## config.mk

```make
export PLATFORM = sky130hd
export DESIGN_NAME = alu_muldiv
export DESIGN_NICKNAME = d
export VERILOG_FILES = /design/src/rtl/alu_pkg.sv /design/src/rtl/alu_muldiv_iter.sv /design/src/rtl/alu_muldiv.sv
export SDC_FILE = /design/constraint.sdc
export NUM_CORES = 1
export LEC_CHECK = 0
export BUFFER_PORTS_ARGS = -buffer_cell sky130_fd_sc_hd__buf_4
export CAP_MARGIN = 20
export CORE_MARGIN = 1.5
export CORE_UTILIZATION = 60
export DETAILED_ROUTE_END_ITERATION = 7
export MAX_ROUTING_LAYER = met4
export PLACE_DENSITY = 0.8
export SYNTH_ARGS = -nofsm -noshare
export SYNTH_HDL_FRONTEND = slang
export SYNTH_SLANG_ARGS = --single-unit
```

## constraint.sdc

```tcl
create_clock -name clk_i -period 17.85 [get_ports clk_i]
set_clock_uncertainty 0.2 [all_clocks]
set_input_delay 2.6775 -clock clk_i [delete_from_list [all_inputs] [get_ports clk_i]]
set_output_delay 2.6775 -clock clk_i [all_outputs]
set_load 0.05 [all_outputs]
```

## src/rtl/alu_pkg.sv

```systemverilog
// Shared opcode and FSM state definitions for the ALU with iterative multiply/divide.
package alu_pkg;

  typedef enum logic [3:0] {
    OP_AND   = 4'b0000,
    OP_OR    = 4'b0001,
    OP_ADD   = 4'b0010,
    OP_SUB   = 4'b0110,
    OP_SLT   = 4'b0111,
    OP_MULTU = 4'b1000,
    OP_DIVU  = 4'b1001,
    OP_MFHI  = 4'b1010,
    OP_MFLO  = 4'b1011,
    OP_SLTU  = 4'b1111
  } alu_op_t;

  typedef enum logic [1:0] {
    ST_IDLE,
    ST_MUL,
    ST_DIV
  } alu_state_t;

endpackage

```

## src/rtl/alu_muldiv_iter.sv

```systemverilog
// Iterative unsigned multiply (MSB-first shift-add) and restoring divide, one bit per cycle.
// The accumulator holds {product} for MUL and {remainder, quotient} for DIV.
module muldiv_iter #(
  parameter int WIDTH = 32,
  parameter int CNT_W = $clog2(WIDTH)
) (
  input  logic             clk_i,
  input  logic             rst_i,
  input  logic             start_i,
  input  logic             step_i,
  input  logic             div_i,
  input  logic [WIDTH-1:0] a_i,
  input  logic [WIDTH-1:0] b_i,
  output logic             done_o,
  output logic             divByZero_o,
  output logic [WIDTH-1:0] hi_o,
  output logic [WIDTH-1:0] lo_o
);

  logic [WIDTH-1:0]   r_a;
  logic [WIDTH-1:0]   r_b;
  logic               r_div;
  logic [2*WIDTH-1:0] r_acc;
  logic [CNT_W-1:0]   r_cnt;

  logic [WIDTH-1:0]   w_a;
  logic [WIDTH-1:0]   w_b;
  logic               w_div;
  logic [2*WIDTH-1:0] w_acc;
  logic [CNT_W-1:0]   w_idx;
  logic [2*WIDTH-1:0] w_mul_next;
  logic [WIDTH-1:0]   w_rem;
  logic [WIDTH-2:0]   w_q;
  logic [WIDTH:0]     w_shift;
  logic               w_ge;
  logic [WIDTH-1:0]   w_diff;
  logic [WIDTH-1:0]   w_rem_next;
  logic [2*WIDTH-1:0] w_div_next;
  logic [2*WIDTH-1:0] w_next;

  // One iteration step; on start the step runs straight from the incoming operands.
  always_comb begin
    w_a        = start_i ? a_i   : r_a;
    w_b        = start_i ? b_i   : r_b;
    w_div      = start_i ? div_i : r_div;
    w_acc      = start_i ? '0    : r_acc;
    w_idx      = start_i ? CNT_W'(WIDTH - 1) : r_cnt;
    w_mul_next = {w_acc[2*WIDTH-2:0], 1'b0}
               + (w_b[w_idx] ? {{WIDTH{1'b0}}, w_a} : '0);
    w_rem      = w_acc[2*WIDTH-1:WIDTH];
    w_q        = w_acc[WIDTH-2:0];
    w_shift    = {w_rem, w_a[w_idx]};
    w_ge       = (w_shift >= {1'b0, w_b});
    w_diff     = w_shift[WIDTH-1:0] - w_b;
    w_rem_next = w_ge ? w_diff : w_shift[WIDTH-1:0];
    w_div_next = {w_rem_next, w_q, w_ge};
    w_next     = w_div ? w_div_next : w_mul_next;
  end

  // Operand latch, accumulator and down-counter.
  // Bit WIDTH-1 is processed in the accept cycle, so the stored counter starts at WIDTH-2
  // and reaching zero marks the final step, giving completion WIDTH cycles after accept.
  always_ff @(posedge clk_i or posedge rst_i) begin
    if (rst_i) begin
      r_a   <= '0;
      r_b   <= '0;
      r_div <= 1'b0;
      r_acc <= '0;
      r_cnt <= '0;
    end else if (start_i) begin
      r_a   <= a_i;
      r_b   <= b_i;
      r_div <= div_i;
      r_acc <= w_next;
      r_cnt <= CNT_W'(WIDTH - 2);
    end else if (step_i) begin
      r_acc <= w_next;
      r_cnt <= r_cnt - CNT_W'(1);
    end
  end

  assign done_o      = step_i & (r_cnt == '0);
  assign divByZero_o = done_o & r_div & (r_b == '0);
  assign hi_o        = w_next[2*WIDTH-1:WIDTH];
  assign lo_o        = w_next[WIDTH-1:0];

endmodule

```

## src/rtl/alu_muldiv.sv

```systemverilog
// Execute-stage ALU: registered single-cycle ops plus iterative MULTU/DIVU with HI/LO.
module alu_muldiv
  import alu_pkg::*;
#(
  parameter int WIDTH = 32,
  parameter int CNT_W = $clog2(WIDTH)
) (
  input  logic             clk_i,
  input  logic             rst_i,
  input  logic             valid_i,
  output logic             ready_o,
  input  logic [WIDTH-1:0] srcA_i,
  input  logic [WIDTH-1:0] srcB_i,
  input  logic [3:0]       aluControl_i,
  output logic             valid_o,
  output logic [WIDTH-1:0] result_o,
  output logic             zero_o,
  output logic [WIDTH-1:0] hi_o,
  output logic [WIDTH-1:0] lo_o,
  output logic             busy_o,
  output logic             divByZero_o
);

  alu_state_t       r_state;
  alu_state_t       w_next_state;
  alu_op_t          w_op;
  logic             w_accept;
  logic             w_start;
  logic             w_div;
  logic             w_eq;
  logic [WIDTH-1:0] w_alu;
  logic             w_done;
  logic             w_dbz;
  logic [WIDTH-1:0] w_hi;
  logic [WIDTH-1:0] w_lo;

  logic             r_valid;
  logic [WIDTH-1:0] r_result;
  logic             r_zero;
  logic             r_zero_pend;
  logic [WIDTH-1:0] r_hi;
  logic [WIDTH-1:0] r_lo;
  logic             r_dbz;

  assign w_op = alu_op_t'(aluControl_i);
  assign w_eq = (srcA_i == srcB_i);

  // State register.
  always_ff @(posedge clk_i or posedge rst_i) begin
    if (rst_i) r_state <= ST_IDLE;
    else       r_state <= w_next_state;
  end

  // Next state, handshake and iteration start.
  always_comb begin
    w_next_state = r_state;
    ready_o      = 1'b0;
    busy_o       = 1'b0;
    w_accept     = 1'b0;
    w_start      = 1'b0;
    w_div        = 1'b0;
    case (r_state)
      ST_IDLE: begin
        ready_o  = 1'b1;
        w_accept = valid_i;
        if (valid_i && (w_op == OP_MULTU)) begin
          w_start      = 1'b1;
          w_next_state = ST_MUL;
        end else if (valid_i && (w_op == OP_DIVU)) begin
          w_start      = 1'b1;
          w_div        = 1'b1;
          w_next_state = ST_DIV;
        end
      end
      ST_MUL, ST_DIV: begin
        busy_o = 1'b1;
        if (w_done) w_next_state = ST_IDLE;
      end
      default: w_next_state = ST_IDLE;
    endcase
  end

  // Single-cycle operation results.
  always_comb begin
    w_alu = '0;
    case (w_op)
      OP_ADD:  w_alu = srcA_i + srcB_i;
      OP_SUB:  w_alu = srcA_i - srcB_i;
      OP_AND:  w_alu = srcA_i & srcB_i;
      OP_OR:   w_alu = srcA_i | srcB_i;
      OP_SLT:  w_alu = {{(WIDTH-1){1'b0}}, ($signed(srcA_i) < $signed(srcB_i))};
      OP_SLTU: w_alu = {{(WIDTH-1){1'b0}}, (srcA_i < srcB_i)};
      OP_MFHI: w_alu = r_hi;
      OP_MFLO: w_alu = r_lo;
      default: w_alu = '0;
    endcase
  end

  muldiv_iter #(
    .WIDTH (WIDTH),
    .CNT_W (CNT_W)
  ) u_iter (
    .clk_i       (clk_i),
    .rst_i       (rst_i),
    .start_i     (w_start),
    .step_i      (busy_o),
    .div_i       (w_div),
    .a_i         (srcA_i),
    .b_i         (srcB_i),
    .done_o      (w_done),
    .divByZero_o (w_dbz),
    .hi_o        (w_hi),
    .lo_o        (w_lo)
  );

  // Result, flag and HI/LO registers; completion and single-cycle accept never coincide.
  always_ff @(posedge clk_i or posedge rst_i) begin
    if (rst_i) begin
      r_valid     <= 1'b0;
      r_result    <= '0;
      r_zero      <= 1'b0;
      r_zero_pend <= 1'b0;
      r_hi        <= '0;
      r_lo        <= '0;
      r_dbz       <= 1'b0;
    end else begin
      r_valid <= 1'b0;
      r_dbz   <= 1'b0;
      if (w_accept && !w_start) begin
        r_result <= w_alu;
        r_zero   <= w_eq;
        r_valid  <= 1'b1;
      end
      if (w_start) r_zero_pend <= w_eq;
      if (w_done) begin
        r_hi     <= w_hi;
        r_lo     <= w_lo;
        r_result <= w_lo;
        r_zero   <= r_zero_pend;
        r_valid  <= 1'b1;
        r_dbz    <= w_dbz;
      end
    end
  end

  assign valid_o     = r_valid;
  assign result_o    = r_result;
  assign zero_o      = r_zero;
  assign hi_o        = r_hi;
  assign lo_o        = r_lo;
  assign divByZero_o = r_dbz;

endmodule
```

-- After elaboration in Yosys (flattened, before gate mapping)
Cells that the tools add are included.
- equal/unequal tests: 14
- reduce and logical (&&, ||, !) cells: 12
- mux-type cells: 36
- magnitude comparators: 4
- add/sub/neg operators: 5
- bitwise gates (word level): 5
- operators by type and width (operator ; number):
    2-to-1 mux 64 bit ; 4
    case mux 32 bit (8 select lines) ; 1
    2-to-1 mux 32 bit ; 6
    adder 64 bit ; 1
    < comparator 32 bit ; 2
    subtractor 32 bit ; 2
    >= comparator 33 x 32 -> 1 bit ; 1
    adder 32 bit ; 1
    AND 32 bit ; 1
    equality test 32 bit ; 1
    zero test 32 bit ; 1
    bitwise OR 32 bit ; 1
    equality test 4 bit, second input constant ; 5
    2-to-1 mux 1 bit ; 16
    2-to-1 mux 5 bit ; 3
    binary-select mux 1 bit (select 5 bit) ; 2
    equality test 4 x 3 -> 1 bit, second input constant ; 2
    < comparator 5 x 6 -> 1 bit, second input constant ; 1
    2-to-1 mux 2 bit ; 3
    zero test 5 bit ; 1
    subtractor 5 x 1 -> 5 bit, second input constant ; 1
    equality test 4 x 1 -> 1 bit, second input constant ; 1
    equality test 4 x 2 -> 1 bit, second input constant ; 1
    zero test 4 bit ; 1
    other kinds (12) ; 17
- input port bits: 71
- output and inout port bits: 101
- word-level logic and storage cells: 89
- bits in registers: 236

-- Depth between registers and ports, before layout
- depth in word-level cells: 13
- depth in mapped cells: 25
- mapped depth without buffers: 21

-- Hierarchy
Synthesis repeated with hierarchy kept, for this count alone.
- cells, all modules: 2441
- area, all modules: 21292.9 sq um
- modules (own cells, without submodules) (module ; times used ; seq. area each (sq um) ; cells an instance ; area an instance (sq um)):
    muldiv_iter ; 1 ; 3353.2 ; 1378 ; 12027.8
    alu_muldiv ; 1 ; 2552.4 ; 1063 ; 9265.1

-- Worst setup path before layout
OpenSTA, ideal clock, no wires.
- path kind: input to register
- start point: input port aluControl_i[1]
- end point: register r_hi[18] (netlist: hi_o[18])
- path buffers: 3
- setup time: 0.125 ns
- path slack: 10.779 ns
- cell stages on the path: 20
- data arrival time: 6.747 ns
- data required time: 17.525 ns
- cells stage by stage: buf_2 -> or3b_4 -> o21ai_1 -> a31oi_1 -> o41ai_1 -> a21oi_1 -> o221ai_2 -> clkbuf_1 -> nor2b_1 -> ha_1 -> buf_2 -> nand3_2 -> nor4b_4 -> o21ai_2 -> a211oi_2 -> o211ai_2 -> a2111oi_2 -> xor2_1 -> mux2_2 -> mux2_2
- longest elaborated chain between the ends: 11
- elaborated cells on any way between the ends: 24
- classes of those cells: add/sub: 2; order compare: 1; eq/ne: 2; mux: 17; reduce/logical: 2
- RTL lines (element ; line ; source):
    start, declared ; alu_muldiv.sv:14 ; input logic [3:0] aluControl_i,
    equality test 4 bit ; alu_muldiv.sv:69 ; end else if (valid_i && (w_op == OP_DIVU)) begin
    logical AND 1 bit ; alu_muldiv.sv:69 ;
    2-to-1 mux 1 bit ; alu_muldiv.sv:69 ;
    2-to-1 mux 1 bit ; alu_muldiv.sv:66 ; if (valid_i && (w_op == OP_MULTU)) begin
    2-to-1 mux 1 bit ; alu_muldiv.sv:62 ; case (r_state)
    2-to-1 mux 32 bit / 2-to-1 mux 5 bit (equally long branches) ; -- ;
    binary-select mux 1 bit (select 5 bit) (on tied branches) ; alu_muldiv_iter.sv:49, alu_muldiv_iter.sv:52 ;
    2-to-1 mux 1 bit (on tied branches) ; alu_muldiv_iter.sv:49, alu_muldiv_iter.sv:52 ;
    2-to-1 mux 32 bit, or another cell as far along ; alu_muldiv_iter.sv:49 ; + (w_b[w_idx] ? {{WIDTH{1'b0}}, w_a} : '0);
    adder 64 bit / 2-to-1 mux 32 bit (equally long branches) ; alu_muldiv_iter.sv:49, alu_muldiv_iter.sv:55 ;
    2-to-1 mux 64 bit (*) ; alu_muldiv_iter.sv:57 ; w_next = w_div ? w_div_next : w_mul_next;
    end signal, assigned ; alu_muldiv.sv:136 ; r_hi <= w_hi;
    end, declared ; alu_muldiv.sv:41 ; logic [WIDTH-1:0] r_hi;
Mark *: on every way between the ends. The rest lies on a longest branch, timed or not. The select of a mux whose other input is x is not followed.
A chain may end at the register's enable or synchronous reset.

-- Worst setup path in the final report
- start point: input port aluControl_i[2]
- end point: register u_iter.r_acc[36]
- longest elaborated chain between the ends: 13
- elaborated cells on any way between the ends: 27
- classes of those cells: add/sub: 2; order compare: 1; eq/ne: 2; mux: 19; reduce/logical: 3
- RTL lines (element ; line ; source):
    equality test 4 bit ; alu_muldiv.sv:69 ;
    logical AND 1 bit ; alu_muldiv.sv:69 ;
    2-to-1 mux 1 bit ; alu_muldiv.sv:69 ;
    2-to-1 mux 1 bit ; alu_muldiv.sv:66 ;
    2-to-1 mux 1 bit ; alu_muldiv.sv:62 ;
    2-to-1 mux 32 bit / 2-to-1 mux 5 bit (equally long branches) ; -- ;
    binary-select mux 1 bit (select 5 bit) (on tied branches) ; alu_muldiv_iter.sv:49, alu_muldiv_iter.sv:52 ;
    2-to-1 mux 1 bit (on tied branches) ; alu_muldiv_iter.sv:49, alu_muldiv_iter.sv:52 ;
    2-to-1 mux 32 bit, or another cell as far along ; alu_muldiv_iter.sv:49 ;
    adder 64 bit / 2-to-1 mux 32 bit (equally long branches) ; alu_muldiv_iter.sv:49, alu_muldiv_iter.sv:55 ;
    2-to-1 mux 64 bit ; alu_muldiv_iter.sv:57 ;
    2-to-1 mux 64 bit ; alu_muldiv_iter.sv:76 ; end else if (step_i) begin
    2-to-1 mux 64 bit ; alu_muldiv_iter.sv:70 ; end else if (start_i) begin
    end signal, assigned ; alu_muldiv_iter.sv:74 ; r_acc <= w_next;
    end signal, assigned ; alu_muldiv_iter.sv:77 ; r_acc <= w_next;
    end, declared ; alu_muldiv_iter.sv:23 ; logic [2*WIDTH-1:0] r_acc;
Parallel ways exist; a longest one is shown, timed or not. The select of a mux whose other input is x is not followed.

==> flow_summary.yaml <==
synth:
  synthFlopType: "dfrtp_1"
  syn_nets: 2768
  netlist_area_sq_um: 20790
  async_flop_share: 1.000
  synth_cells: 2531
  synth_edf_count: 0
  seq_area_frac_synth: 0.2841
  synth.distinct_cells: 108
  yosys_register_bits: 236
  avgSynthCellArea_sq_um: 8.213
  synth.yosys.warnings: 0
critical_path:
  r2r_end: "u_iter.r_acc[36]$_DFFE_PP0P_"
  worstPathMaxFanout: 107
  worst-setup-path-type: "in -> reg"
  critPathRequiredTime_ps: 18130
  rrSetupSlack_ps: 10350
  critPathArrivalTime_ps: 9760
  endpoint_kind: "flop"
  critPathCapture: "u_iter.r_acc[36]$_DFFE_PP0P_"
  startpoint: "aluControl_i[2]"
  r2r-start: "r_state[1]$_DFFE_PP0P_"
  cp-start-kind: "input port"
  reg2reg_depth: 18
run_status:
  violations: "design-rule violations"
  status: "finished with violations"
power:
  comb_power_share: 0.666
  p_leak_nw: 10.93
  power_density_nw_per_um2: 191.8
  worst_ir_drop_vdd_uv: 165.9
  sw_frac_of_total: 0.5156
  power.switching_mw: 2.304
  clockPowerShare: 0.140
  power_frac_seq: 0.194
  p_int_mw: 2.164
clock_network:
  clk_path_buf_depth: 3
  cts_setup_buffers: 0
  postCtsHoldBufs: 0
  cts_root_buffer: "clkbuf_16"
  tritoncts: "built"
  cts_buffers: 29
  clkLatencyLatePin_ps: 610
  postCtsResizedCells: 0
  path_clk_slew_ps: 60
  htreeDepth: 1
  cts_num_sinks: 236
grt:
  gr-total-overflow: 0
  grt_pass1_wl_microns: 127900
  grtUsageTotal: 0.4875
  antenna_found_initial: 4
  grt_start_max_net_pins: 120
  grt_pass1_vias: 20650
timing:
  tightest_slew_ps: 1116
  setup_violations: 0
  tns_ps: 0
  rsz0062_at_grt: "false"
  fmax_mhz: 105.5
  final_hold_viol_count: 0
  period_share: 0.5310
  maxSlewViolCount: 0
  finalCriticalPeriod_ps: 9478
  setup_ws_ps: 8372
  relSlewSlack: 0.2535
placed_design:
  gp_congestion: 1.105
  hpwl_microns: 64390
  place_area_sq_um: 22290
  port_buffers: 171
  pre_cts_ws_ps: 7919
die:
  design.die.area_sq_um: 35770
  ios: 172
  fp.dieH_microns: 189.1
  core_sq_um: 33780
  rows: 67
  die-width_microns: 189.1
  initial_core_util: 0.6153
routing:
  ant_nets: 0
  totalWireLength_microns: 85990
  viasPerCell: 7.028
  wl_per_cell_microns: 27.88
  num_vias: 21680
  drc: 12
  drtIter0Drc: 2836
  first_pass_iters: 8
cells_and_area:
  finalNetCount: 2848
  fin_area_sq_um: 23300
  final_util: 0.6896
  synthToLayoutAreaGrowth_pct: 12.08
  drive_gt1_frac: 0.1463
worst_hold_path:
  hold_path_class: "reg -> reg"
run:
  cap_violations: 0
[stage by stage]
| step | std cells | total power [mW] | hold WS, ps |
|---|---|---|---|
| after global routing | 3084 | 4.708 | 305.6 |
| final | 3084 | 4.468 | 280.7 |
| after global placement | 3026 | 3.642 | 269.1 |
| after floorplan | 2531 | 2.954 | 240.2 |
| after CTS | 3079 | 4.345 | 280.8 |
| after detailed placement | 3027 | 3.708 | 266.0 |
[sequential cells by signal, indices dropped and copies added, names as in the netlist]
name / cells
zero_o: 1
divByZero_o: 1
u_iter.r_acc: 64
u_iter.r_b: 32
u_iter.r_a: 32
r_zero_pend: 1
result_o: 32
valid_o: 1
lo_o: 32
u_iter.r_div: 1
u_iter.r_cnt: 5
r_state: 2
hi_o: 32
[Yosys cell counts, types with 20 or more instances]
| library cell | number | share of area |
|---|---|---|
| dfrtp_1 | 236 | 0.28 |
| buf_2 | 31 | 0.0075 |
| ha_1 | 162 | 0.098 |
| a22oi_1 | 33 | 0.012 |
| mux2_2 | 52 | 0.028 |
| o211ai_1 | 22 | 0.0079 |
| mux2i_1 | 42 | 0.020 |
| nor2_1 | 204 | 0.037 |
| nand3_1 | 57 | 0.014 |
| a21o_1 | 68 | 0.025 |
| a221oi_1 | 23 | 0.0097 |
| nand2b_1 | 27 | 0.0081 |
| clkbuf_1 | 98 | 0.018 |
| xnor2_1 | 80 | 0.034 |
| o21ai_0 | 156 | 0.038 |
| nor3_1 | 57 | 0.014 |
| a21oi_1 | 195 | 0.047 |
| nand2_1 | 246 | 0.044 |
| nand4_1 | 27 | 0.0081 |
| nor4_1 | 23 | 0.0069 |
| xor2_1 | 20 | 0.0084 |
| and2_1 | 55 | 0.017 |
| inv_1 | 182 | 0.033 |
| o31ai_1 | 22 | 0.0079 |
| a211oi_1 | 22 | 0.0079 |
| nor2b_1 | 45 | 0.014 |
| a31oi_1 | 24 | 0.0072 |
[critical path, stage by stage]
cell and delay, ps:
buf_4 290, nor3b_2 900, nand2_4 790, buf_4 670, o221ai_2 670, buf_4 380
nor2b_1 80, ha_1 380, a21oi_2 260, nand2_1 90, a221oi_2 420, a211oi_2 150
o211ai_2 900, a21oi_1 390, xnor2_1 240, mux2i_1 100, mux2_2 300
[how the worst min path moves through the flow]
stage	end	from	cells after the start	slack (ps)
after CTS	u_iter.r_acc[62]$_DFFE_PP0P_	u_iter.r_acc[62]$_DFFE_PP0P_	2	280
after floorplan	u_iter.r_acc[62]$_DFFE_PP0P_	u_iter.r_acc[62]$_DFFE_PP0P_	2	240
after detailed placement	u_iter.r_acc[62]$_DFFE_PP0P_	u_iter.r_acc[62]$_DFFE_PP0P_	2	270
final	u_iter.r_acc[62]$_DFFE_PP0P_	u_iter.r_acc[62]$_DFFE_PP0P_	2	280
after global routing	u_iter.r_acc[62]$_DFFE_PP0P_	u_iter.r_acc[62]$_DFFE_PP0P_	2	310
after global placement	u_iter.r_acc[62]$_DFFE_PP0P_	u_iter.r_acc[62]$_DFFE_PP0P_	2	270
[logic make-up (layout without fill, tap and decap cells)]
| group | Yosys count | after routing | share of synthesized area |
|---|---|---|---|
| simple gates | 814 | 814 | 0.1917 |
| fa+ha+maj | 166 | 166 | 0.1014 |
| flops | 236 | 236 | 0.2841 |
| xor+xnor | 100 | 100 | 0.04214 |
| mux | 104 | 104 | 0.05923 |
| buf+inv | 335 | 436 | 0.06350 |
| other cells | 0 | 4 | 0 |
| compound gates | 776 | 776 | 0.2579 |
[area by class of cell]
| class | instances | area, sq um |
|---|---|---|
| Antenna cell | 4 | 10.01 |
| Tap cell | 448 | 560.5 |
| Sequential cell | 236 | 5906 |
| Timing Repair Buffer | 201 | 1520 |
| Clock inverter | 17 | 197.7 |
| Clock buffer | 35 | 788.3 |
| Multi-Input combinational cell | 1960 | 13620 |
| Inverter | 183 | 694.4 |
| Fill cell | 2787 | 10490 |
[power groups by stage]
stage | clock network, mW | logic (mW) | registers, mW
floorplan | 0 | 2.09 | 0.859
global placement | 0 | 2.79 | 0.854
detailed placement | 0 | 2.85 | 0.860
CTS | 0.625 | 2.87 | 0.854
global route | 0.644 | 3.19 | 0.877
finish | 0.627 | 2.97 | 0.866
[routing by layer]
| layer | wire length, microns | GRT usage | up-vias |
|---|---|---|---|
| li1 | - | - | 9292 |
| met5 | 0 | - | - |
| met2 | 36600 | 0.7171 | 1719 |
| met1 | 31160 | 0.6000 | 10270 |
| met3 | 12140 | 0.1366 | 391 |
| met4 | 6090 | 0.2817 | 0 |
[placed cells by master (no fill, tap or decap), types with 45 or more instances in the layout]
cell type,n
nor3_1,56
buf_4,199
and2_1,54
xnor2_1,80
nor2_1,201
inv_1,181
nand3_1,57
a21oi_1,194
nor2b_1,45
nand2_1,244
ha_1,162
dfrtp_1,236
a21o_1,68
mux2_2,52
o21ai_0,156
Power figures use the tool's default switching activity.
